===== src/rtl/dma_chan_sched_pkg.sv =====
// Shared types for the DMA channel scheduler slice.
package dma_chan_sched_pkg;

  typedef enum logic [1:0] {
    ST_IDLE   = 2'd0,
    ST_LAUNCH = 2'd1,
    ST_RUN    = 2'd2,
    ST_FIN    = 2'd3
  } sched_state_t;

endpackage


===== src/rtl/rr_arbiter.sv =====
// Combinational round-robin pick: first requester at or after ptr, wrapping.
module rr_arbiter #(
  parameter int unsigned NUM_CH = 4,
  parameter int unsigned IDX_W  = $clog2(NUM_CH)
) (
  input  logic [NUM_CH-1:0] req,
  input  logic [IDX_W-1:0]  ptr,
  output logic [NUM_CH-1:0] grant,
  output logic [IDX_W-1:0]  idx,
  output logic              valid
);

  int unsigned      pos;
  logic [IDX_W-1:0] pos_idx;

  always_comb begin
    grant   = '0;
    idx     = '0;
    valid   = 1'b0;
    pos     = 0;
    pos_idx = '0;
    for (int unsigned i = 0; i < NUM_CH; i++) begin
      pos = int'(ptr) + i;
      if (pos >= NUM_CH) pos = pos - NUM_CH;
      pos_idx = IDX_W'(pos);
      if (!valid && req[pos_idx]) begin
        valid          = 1'b1;
        idx            = pos_idx;
        grant[pos_idx] = 1'b1;
      end
    end
  end

endmodule


===== src/rtl/dma_chan_sched.sv =====
// Round-robin multi-channel job scheduler driving a single DMA engine,
// with launch/run/finish sequencing and a launch-to-done watchdog.
module dma_chan_sched
  import dma_chan_sched_pkg::*;
#(
  parameter int unsigned NUM_CH      = 4,
  parameter int unsigned ADDR_W      = 32,
  parameter int unsigned SIZE_W      = 32,
  parameter int unsigned TIMEOUT_CYC = 1024
) (
  input  logic                       clk,
  input  logic                       reset_n,
  input  logic [NUM_CH-1:0]          ch_req,
  input  logic [NUM_CH*ADDR_W-1:0]   ch_src,
  input  logic [NUM_CH*ADDR_W-1:0]   ch_dst,
  input  logic [NUM_CH*SIZE_W-1:0]   ch_size,
  output logic [NUM_CH-1:0]          ch_grant,
  output logic [NUM_CH-1:0]          ch_done,
  output logic [NUM_CH-1:0]          ch_err,
  output logic                       sched_busy,
  output logic [$clog2(NUM_CH)-1:0]  active_ch,
  output logic                       dma_start,
  output logic [ADDR_W-1:0]          dma_src,
  output logic [ADDR_W-1:0]          dma_dst,
  output logic [SIZE_W-1:0]          dma_size,
  input  logic                       dma_busy,
  input  logic                       dma_done
);

  localparam int unsigned IDX_W = $clog2(NUM_CH);
  localparam int unsigned WD_W  = (TIMEOUT_CYC > 1) ? $clog2(TIMEOUT_CYC) : 1;
  localparam logic [WD_W-1:0] WD_LAST = WD_W'((TIMEOUT_CYC == 0) ? 0 : TIMEOUT_CYC - 1);

  sched_state_t      state_q, state_d;
  logic [IDX_W-1:0]  rr_ptr_q, arb_idx, active_nxt;
  logic [NUM_CH-1:0] arb_grant;
  logic              arb_valid;
  logic [WD_W-1:0]   wd_q;
  logic              take, timeout_hit;
  logic [ADDR_W-1:0] sel_src, sel_dst;
  logic [SIZE_W-1:0] sel_size;
  logic [NUM_CH-1:0] grant_d, done_d, err_d;
  logic              start_d, busy_d;

  rr_arbiter #(
    .NUM_CH (NUM_CH),
    .IDX_W  (IDX_W)
  ) u_arb (
    .req   (ch_req),
    .ptr   (rr_ptr_q),
    .grant (arb_grant),
    .idx   (arb_idx),
    .valid (arb_valid)
  );

  assign sel_src  = ch_src [32'(arb_idx) * ADDR_W +: ADDR_W];
  assign sel_dst  = ch_dst [32'(arb_idx) * ADDR_W +: ADDR_W];
  assign sel_size = ch_size[32'(arb_idx) * SIZE_W +: SIZE_W];

  assign take        = (state_q == ST_IDLE) && arb_valid && !dma_busy;
  // A done pulse in the final watchdog cycle takes priority over the timeout.
  assign timeout_hit = (state_q == ST_RUN) && !dma_done && (TIMEOUT_CYC != 0) && (wd_q == WD_LAST);
  assign active_nxt  = take ? arb_idx : active_ch;

  always_ff @(posedge clk or negedge reset_n) begin
    if (!reset_n) state_q <= ST_IDLE;
    else          state_q <= state_d;
  end

  always_comb begin
    state_d = state_q;
    unique case (state_q)
      ST_IDLE:   if (take) state_d = (sel_size != '0) ? ST_LAUNCH : ST_FIN;
      ST_LAUNCH: state_d = ST_RUN;
      ST_RUN:    if (dma_done || timeout_hit) state_d = ST_FIN;
      ST_FIN:    state_d = ST_IDLE;
      default:   state_d = ST_IDLE;
    endcase
  end

  // Outputs are computed from the next state and registered, so every
  // pulse appears in the same cycle as the state it belongs to.
  always_comb begin
    grant_d = take ? arb_grant : '0;
    done_d  = (state_d == ST_FIN) ? (NUM_CH'(1) << active_nxt) : '0;
    err_d   = timeout_hit ? done_d : '0;
    start_d = (state_d == ST_LAUNCH);
    busy_d  = (state_d != ST_IDLE);
  end

  always_ff @(posedge clk or negedge reset_n) begin
    if (!reset_n) begin
      ch_grant   <= '0;
      ch_done    <= '0;
      ch_err     <= '0;
      dma_start  <= 1'b0;
      sched_busy <= 1'b0;
      active_ch  <= '0;
      dma_src    <= '0;
      dma_dst    <= '0;
      dma_size   <= '0;
      rr_ptr_q   <= '0;
      wd_q       <= '0;
    end else begin
      ch_grant   <= grant_d;
      ch_done    <= done_d;
      ch_err     <= err_d;
      dma_start  <= start_d;
      sched_busy <= busy_d;
      if (take) begin
        dma_src   <= sel_src;
        dma_dst   <= sel_dst;
        dma_size  <= sel_size;
        active_ch <= arb_idx;
        rr_ptr_q  <= (arb_idx == IDX_W'(NUM_CH - 1)) ? '0 : arb_idx + IDX_W'(1);
      end
      if (state_q == ST_LAUNCH)   wd_q <= '0;
      else if (state_q == ST_RUN) wd_q <= wd_q + WD_W'(1);
    end
  end

endmodule


===== config.mk =====
export PLATFORM = sky130hd
export DESIGN_NAME = dma_chan_sched
export DESIGN_NICKNAME = d
export VERILOG_FILES = /design/src/rtl/dma_chan_sched_pkg.sv /design/src/rtl/rr_arbiter.sv /design/src/rtl/dma_chan_sched.sv
export SDC_FILE = /design/constraint.sdc
export NUM_CORES = 1
export LEC_CHECK = 0
export BUFFER_PORTS_ARGS = -buffer_cell sky130_fd_sc_hd__buf_2
export CELL_PAD_IN_SITES_DETAIL_PLACEMENT = 1
export CELL_PAD_IN_SITES_GLOBAL_PLACEMENT = 1
export CORE_AREA = 2 2 197 199
export CTS_BUF_LIST = sky130_fd_sc_hd__clkbuf_4
export CTS_CLUSTER_DIAMETER = 50
export DETAILED_ROUTE_END_ITERATION = 6
export DIE_AREA = 0 0 199 201
export GPL_ROUTABILITY_DRIVEN = 0
export PLACE_DENSITY = 0.67
export SLEW_MARGIN = 20
export SYNTH_ARGS = -nofsm -noshare
export SYNTH_HDL_FRONTEND = slang
export SYNTH_SLANG_ARGS = --single-unit

===== constraint.sdc =====
create_clock -name clk -period 4.97 [get_ports clk]
set_clock_uncertainty 0.05 [all_clocks]
set_input_delay 0.7455 -clock clk [delete_from_list [all_inputs] [get_ports clk]]
set_output_delay 0.7455 -clock clk [all_outputs]
set_load 0.1 [all_outputs]

Word level (Yosys, flattened, before mapping)
Cells that the tools add are included.
{"block": "word_totals", "word_cells": 111, "ramBits": 0, "latch_bits": 0, "out_inout_bits": 112, "mem_count": 0, "rom_bits": 0, "regBits": 126}
{"block": "classes", "n_eq_ne": 7, "addsub": 9, "magnitude_cmp": 12, "n_mul": 0, "bitwise": 3, "div_mod_pow": 0, "n_shift": 4, "muxes": 43, "n_reduce_logical": 21}
{"op": "$shiftx 128x8->32", "count": 3}
{"op": "$reduce_bool 32->1", "count": 1}
{"op": "$mux 4", "count": 7}
{"op": "$mux 2", "count": 13}
{"op": "$mux 10", "count": 2}
{"op": "$lt 2x3->1 const B", "count": 4}
{"op": "$mux 1", "count": 12}
{"op": "$or 4x4->4", "count": 3}
{"op": "$logic_and 1x1->1", "count": 11}
{"op": "$add 10x1->10 const B", "count": 1}
{"op": "$eq 10x10->1 const B", "count": 1}
{"op": "$ge 3x3->1 const B", "count": 3}
{"op": "$bmux 1 s2", "count": 4}
{"op": "$demux 1 s2", "count": 4}
{"op": "$eq 2x2->1 const B", "count": 4}
{"op": "$ge 2x1->1 const B", "count": 4}
{"op": "$pmux 2 s4", "count": 1}
{"op": "$sub 2x1->2 const B", "count": 4}
{"op": "$add 2x2->3 const B", "count": 2}
{"op": "$logic_not 1->1", "count": 5}
{"op": "$eq 2x1->1 const B", "count": 2}
{"op": "$reduce_bool 2->1", "count": 2}
{"op": "$shl 1x2->4 const A", "count": 1}
{"op": "$add 2x1->3 const B", "count": 1}
{"op": "4 further kinds", "count": 4}

Logic depth before layout (Yosys ltp)
Gate-level depths: netlist (run 1).
{"block": "logic_depth", "depth_word": 22, "mapped_depth": 20}

Hierarchy
A second synthesis (run 1) with hierarchy kept.
{"block": "unflattened", "cells_unflattened": 701, "hier_area_um2": 7697.4}
{"mod": "dma_chan_sched", "area_per_inst_um2": 7275.7, "instances": 1, "cells_each": 656}
{"mod": "rr_arbiter", "area_per_inst_um2": 421.7, "instances": 1, "cells_each": 45}

Worst setup path before layout (run 1)
No wires, ideal clock.
{"block": "synth_path", "path_kind": "reg-to-reg", "start": "register rr_ptr_q[0]", "end": "register ch_err[0]", "path_buffers": 7, "required_time_ns": 4.798, "path_slack_ns": 0.062, "setup_time_ns": 0.122, "period_less_slack_ns": 4.908, "arrival_time_ns": 4.737, "stages_incl_launch_ff": 19, "path_cell_list": "dfrtp_1 buf_2 buf_2 inv_1 clkbuf_1 clkbuf_1 ha_1 clkbuf_1 mux4_2 or3b_4 buf_2 and3_1 a32oi_1 nand3_1 nor4_1 o211ai_1 or4_4 buf_6 a2111oi_1"}
{"block": "synth_between", "elab_chain_cells": 22}
{"element": "start, declared", "line_no": "dma_chan_sched.sv:35", "text": "logic [IDX_W-1:0] rr_ptr_q, arb_idx, active_nxt;"}
{"element": "start signal, assigned", "line_no": "dma_chan_sched.sv:115", "text": "rr_ptr_q <= (arb_idx == IDX_W'(NUM_CH - 1)) ? '0 : arb_idx + IDX_W'(1);"}
{"element": "parallel branches: the longest is 20 deep, another holds $add 2x1->3"}
{"element": "$mux 4 (*)", "line_no": "dma_chan_sched.sv:85", "text": "done_d = (state_d == ST_FIN) ? (NUM_CH'(1) << active_nxt) : '0;"}
{"element": "$mux 4 (*)", "line_no": "dma_chan_sched.sv:86", "text": "err_d = timeout_hit ? done_d : '0;"}
{"element": "via err_d[0]", "line_no": "dma_chan_sched.sv:42", "text": "logic [NUM_CH-1:0] grant_d, done_d, err_d;"}
{"element": "end signal, assigned", "line_no": "dma_chan_sched.sv:107", "text": "ch_err <= err_d;"}
{"element": "end, declared", "line_no": "dma_chan_sched.sv:19", "text": "output logic [NUM_CH-1:0] ch_err,"}
Mark *: on every way through the listed nets, which the timed path passes. The select of a mux whose other input is x is not followed.
A chain may end at the register's enable or synchronous reset.

Worst setup path in the final report (run 1)
{"block": "layout_path", "start": "register rr_ptr_q[0]", "end": "register ch_err[2]"}
Same word-level chain as after synthesis.

==> impl_metrics.toml, run 1 <==
[global_routing]
antenna_found_initial = 6
first_global_vias = 11676
grt_busiest_layer = "met2"
gr-total-overflow = 0
grt_start_max_net_pins = 100
track_usage_pct = 22.54
met2_usage_pct = 37.97
grt_pass1_wl_um = 69260
grt_use_met3_pct = 4.721
use_met1_pct = 28.70

[sta]
fin_crit_ps = 4712
setup_viol = 0
worst_pin_slew_ps = 865.3
fmax_ghz = 0.2122
hold_violations = 0
relSlewSlack_pct = 42.31
setup_slack_ps = 258.2
maxSlewViolCount = 0
post-route-period-util_pct = 94.81

[logic_synthesis]
synth_edf_count = 0
syn_area_mm2 = 0.009310
ys_seq_elements = 126
synth_common_cells = "nand2_1, nor2_1, o21ai_0, dfrtp_1, nand3_1"
yosysTopAreaCell = "dfrtp_1"
yosysTopAreaCellShare_pct = 33.87
synth_seq_area_share_pct = 33.87
synthArstFlopShare_pct = 100.0
ys_top_cells_by_area = "dfrtp_1, nand2_1, o21ai_0"
post_synth_num_cell_types = 70
synthCells = 1332
syn_avg_cell_area_um2 = 6.990
synth_nets = 1737
yosysWarnings = 0
post-synth-top-count-cell = "nand2_1"
yosys_most_used_dff = "dfrtp_1"

[floorplan]
fp.dieArea_mm2 = 0.04000
die_height_um = 201
rows = 72
die_x_um = 199
ioPinCount = 504
initial_core_util_pct = 24.43
core_mm2 = 0.03811

[layout]
syn_to_final_growth_pct = 35.90
finalNonFillerCells = 2308
final_util_pct = 33.20
postLayoutCellArea_mm2 = 0.01265
fill_cells = 4951
num-nets-final = 2180
drive_gt1_share_pct = 33.41

[critical_path]
cp.required_ps = 5370
worstRegToRegCells = 12
crit_arrival_ps = 5110
cp_max_fo = 30
crit_type = "reg2reg"
r2r_slack_ps = 260
end_kind = "flop"
r2r-end = "ch_err[2]$_DFF_PN0_"
critPathLaunchType = "flop"
r2r_start = "rr_ptr_q[0]$_DFFE_PN0P_"

[clocking]
post-cts-setup-buffers = 0
postCtsHoldBufs = 0
cts.clk_slew.worst_paths_ps = 130
clock_latency_ps = 570
cts_buffers = 17
cts_resized = 0
cts_tree = "yes"
clockRootBuffer = "clkbuf_4"
h-tree-depth = 4
cts.sinks = 126
clockBufferDepth = 2

[placed_design]
dp_slack_ps = 170.0
placed_area_mm2 = 0.01226
dp.cells = 2269
dp_hpwl_um = 36220
io_buffers = 503

[status]
status = "completed"

[routing]
viasPerCell = 5.035
num_vias = 11620
drc_errors = 0
antenna_left = 0
drt_wl_total_um = 46230
first_iter_violations = 736
drtPass1Iterations = 6
routedWlPerCell_um = 20.03

[hold_path]
hold_class = "in2async"

[job]
max_cap_viol_count = 0
## routing by layer
| layer | share of wire, % | wire length, um |
|---|---|---|
| met4 | 2.2 | 1019 |
| met2 | 48 | 22390 |
| met5 | 0.045 | 21 |
| met1 | 43 | 19680 |
| met3 | 6.7 | 3120 |
## how the worst max path moves through the flow
stage	start	endpoint	slack, ps	depth (start not counted)
2_1_floorplan	rr_ptr_q[0]$_DFFE_PN0P_	ch_err[0]$_DFF_PN0_	60	18
3_3_place_gp	ch_req[3]	ch_err[3]$_DFF_PN0_	260	10
3_5_place_dp	ch_req[3]	ch_err[2]$_DFF_PN0_	170	10
4_1_cts	rr_ptr_q[1]$_DFFE_PN0P_	ch_err[3]$_DFF_PN0_	220	11
5_1_grt	rr_ptr_q[1]$_DFFE_PN0P_	ch_err[3]$_DFF_PN0_	-4	11
6_report	rr_ptr_q[0]$_DFFE_PN0P_	ch_err[2]$_DFF_PN0_	260	12
## through the flow
step / TNS [ps] / hold slack [ps]
global placement: 0 / 397.9
finish: 0 / 120.9
CTS: 0 / 138.7
floorplan: 0 / 399.9
global route: -3.696 / 136.6
detailed placement: 0 / 404.2
## cell type report
cell class                 instances  area, um^2  area share (%)
inverter                          15       56.30          0.4450
clock inverter                    14       217.7           1.721
clock buffer                      17       127.6           1.009
multi-input combinational       1080        5665           44.78
antenna                            3       7.507         0.05934
timing repair buffer             535        2776           21.94
sequential                       126        3153           24.92
tap                              518       648.1           5.123
## worst max-delay path, cell delays in order (launching register included)
cell       delay, ps
dfrtp_1          370
buf_4            360
mux4_2           750
inv_1            320
a21oi_4          200
nor2_4           420
buf_4            220
buf_4            100
mux2_2           350
nor4_1           280
o22ai_1          120
or4_4            550
a2111oi_1        470
## placed cells by master, fill, tap and decap left out, types with 6 or more instances in the layout
cell type / netlist / final
nor2_1: 220 / 220
nand2_1: 288 / 287
nand3_1: 117 / 117
o31ai_1: 7 / 7
nand4_1: 10 / 10
a211oi_1: 7 / 7
dfrtp_1: 126 / 126
a22o_1: 8 / 8
a221o_1: 6 / 6
mux2i_1: 15 / 15
a21oi_1: 31 / 30
inv_1: 15 / 15
o211ai_1: 10 / 10
a31oi_1: 6 / 6
nand3b_1: 6 / 6
ha_1: 13 / 13
a32oi_1: 12 / 12
o21ai_0: 187 / 186
clkbuf_4: 0 / 17
buf_4: 0 / 31
buf_2: 11 / 502
nor3_1: 9 / 9
and3_1: 16 / 16
mux2_2: 14 / 14
## logic make-up after synthesis
logic type,after synthesis,synth area share (%)
compound gates,326,21.40
xor+xnor,5,0.4705
fa+ha+maj,13,1.747
buf+inv,127,5.671
flops,126,33.87
mux,34,4.395
simple gates,701,32.46
## state kept, by name (all words and copies together) (netlist names)
| name | count |
|---|---|
| dma_src | 32 |
| state_q | 2 |
| ch_err | 4 |
| ch_done | 4 |
| active_ch | 2 |
| wd_q | 10 |
| sched_busy | 1 |
| dma_start | 1 |
| dma_size | 32 |
| dma_dst | 32 |
| rr_ptr_q | 2 |
| ch_grant | 4 |
Power of run 1 is not shown: default switching activity piles up to over one toggle a cycle in this logic, so the estimate is an artifact.
==> run 2, diff against run 1 <==
--- a/config.mk
+++ b/config.mk
@@ -15,4 +15,5 @@
 export DIE_AREA = 0 0 199 201
 export GPL_ROUTABILITY_DRIVEN = 0
+export HOLD_SLACK_MARGIN = 0.02
 export PLACE_DENSITY = 0.67
 export SLEW_MARGIN = 20
==> constraint.sdc (replaced) <==
create_clock -name clk -period 4.97 [get_ports clk]
set_clock_uncertainty 0.05 [all_clocks]
set_input_delay 0.497 -clock clk [delete_from_list [all_inputs] [get_ports clk]]
set_output_delay 0.497 -clock clk [all_outputs]
set_load 0.1 [all_outputs]
==> impl_metrics.toml, run 2 (same netlist as run 1, synthesis figures left out) <==
[sta]
relSlewSlack_pct = 25.70
fin_tns_setup_ps = 0
maxSlewViolCount = 0
post-route-period-util_pct = 96.23
worst_pin_slew_ps = 1107
hold_violations = 0
fin_crit_ps = 4782
rsz0062_at_grt = "false"
fmax_ghz = 0.2091
setup_viol = 0

[placed_design]
io_buffers = 503
dp_hpwl_um = 35870

[clocking]
cts_tree = "yes"
cts.clk_slew.worst_paths_ps = 140
clockBufferDepth = 2
cts.sinks = 126
clock_latency_ps = 600
cts_buffers = 17
cts_resized = 0
h-tree-depth = 4
clockRootBuffer = "clkbuf_4"

[critical_path]
max_stage_delay_ps = 740
cp.required_ps = 5380
crit_type = "reg2reg"
critPathLaunchType = "flop"
crit_arrival_ps = 5190
cp_common_cell = "buf_4"
critPathSlowestCell = "mux4_2"
cp_cell_sequence = "buf_4 > mux4_2 > inv_1 > a21oi_4 > nor2_4 > buf_4 > mux2_2 > nor4_1 > o21ai_0 > or4_4 > a2111oi_1"
cp_max_fo = 32
path_delay_family = "simple AND/OR/NAND/NOR gates"
critical_path_buf_inv_count = 3
end_kind = "flop"
critPathLaunch = "rr_ptr_q[0]$_DFFE_PN0P_"
r2r_start = "rr_ptr_q[0]$_DFFE_PN0P_"

[floorplan]
die_height_um = 201
fp.dieArea_mm2 = 0.04000
ioPinCount = 504
initial_core_util_pct = 24.43
core_mm2 = 0.03811
rows = 72
die_x_um = 199

[hold_path]
hold_class = "in2reg"
min-delay-start = "ch_src[50]"

[layout]
num-nets-final = 2174
drive_gt1_share_pct = 33.11
syn_to_final_growth_pct = 35.32
largestRegisters = "dma_dst x32, dma_size x32, dma_src x32"
mostFrequentLayoutCell = "buf_2"
layout_common_cells = "buf_2, nand2_1, nor2_1"

[global_routing]
antenna_found_initial = 7
gr-total-overflow = 0
grt_start_max_net_pins = 110
first_global_vias = 11505
track_usage_pct = 22.37
grt_pass1_wl_um = 68350

[routing]
antenna_left = 0
routedWlPerCell_um = 20.03
drt_wl_total_um = 46200
viasPerCell = 5.045
num_vias = 11633
first_iter_violations = 798
drtPass1Iterations = 5
drc_errors = 0

[status]
status = "completed"

[job]
max_cap_viol_count = 0
==> run 2: cell types whose count changed in the layout (fill, tap and decap cells not counted), sizes merged <==
cell,delta
clkbuf,+1
diode,+3
buf,-7
dlygate4sd3,+1
inv,+1
bufinv,-1
==> run 2: stage by stage <==
stage	cell area, um^2	util [%]	std cells	worst slack, ps	hold slack (ps)
floorplan	9310	-	1332	61.76	151.4
global placement	12210	32.05	2263	436.7	400.1
detailed placement	12210	32.05	2263	219.4	412.7
CTS	12550	32.93	2296	190.4	142.8
global route	12590	33.05	2304	49.14	167.2
finish	12600	33.06	2306	187.6	203.6
==> run 2: metal layers <==
layer,share of wire (%),routed length [um],up-vias,global-route usage (%)
met3,6.7,3113,78,4.788
met5,0.050,23,-,0
li1,-,-,5502,-
met2,48,22040,458,37.21
met1,43,19870,5591,28.79
met4,2.5,1147,4,7.063
==> run 2: final cells by class <==
type / count / area [um^2]
antenna: 6 / 15.01
clock buffer: 18 / 135.1
sequential: 126 / 3153
clock inverter: 14 / 191.4
fill: 4923 / 25510
multi-input combinational: 1080 / 5665
timing repair buffer: 529 / 2734
tap: 518 / 648.1
inverter: 15 / 56.30
==> run 2: worst paths after layout <==
kind,end,slack (ps),cells after the start
max reg2reg,ch_err[0]$_DFF_PN0_,190,11
min in group asynchronous,dma_start$_DFF_PN0_,490,2
max in group asynchronous,rr_ptr_q[0]$_DFFE_PN0P_,3140,3
min,dma_src[18]$_DFFE_PN0P_,200,5
max,ch_err[0]$_DFF_PN0_,190,11
min reg2reg,dma_dst[3]$_DFFE_PN0P_,430,2
==> run 2: what timing repair did <==
| item | CTS | global route |
|---|---|---|
| hold buffers | 1 | 0 |
| endpoints found under the setup margin | 0 | 4 |
| hold endpoints to repair | 83 | 0 |
| setup buffers | 0 | 3 |
==> run 2: worst reg2reg max path: cells and delay by family (launching register included) <==
family | cells | cell delay, ps
muxes | 2 | 1100
AOI/OAI and AO/OA | 3 | 840
buffers and inverters | 3 | 890
DFF | 1 | 360
and+or+nand+nor | 3 | 1420
Power of run 2 is left out for the same reason.
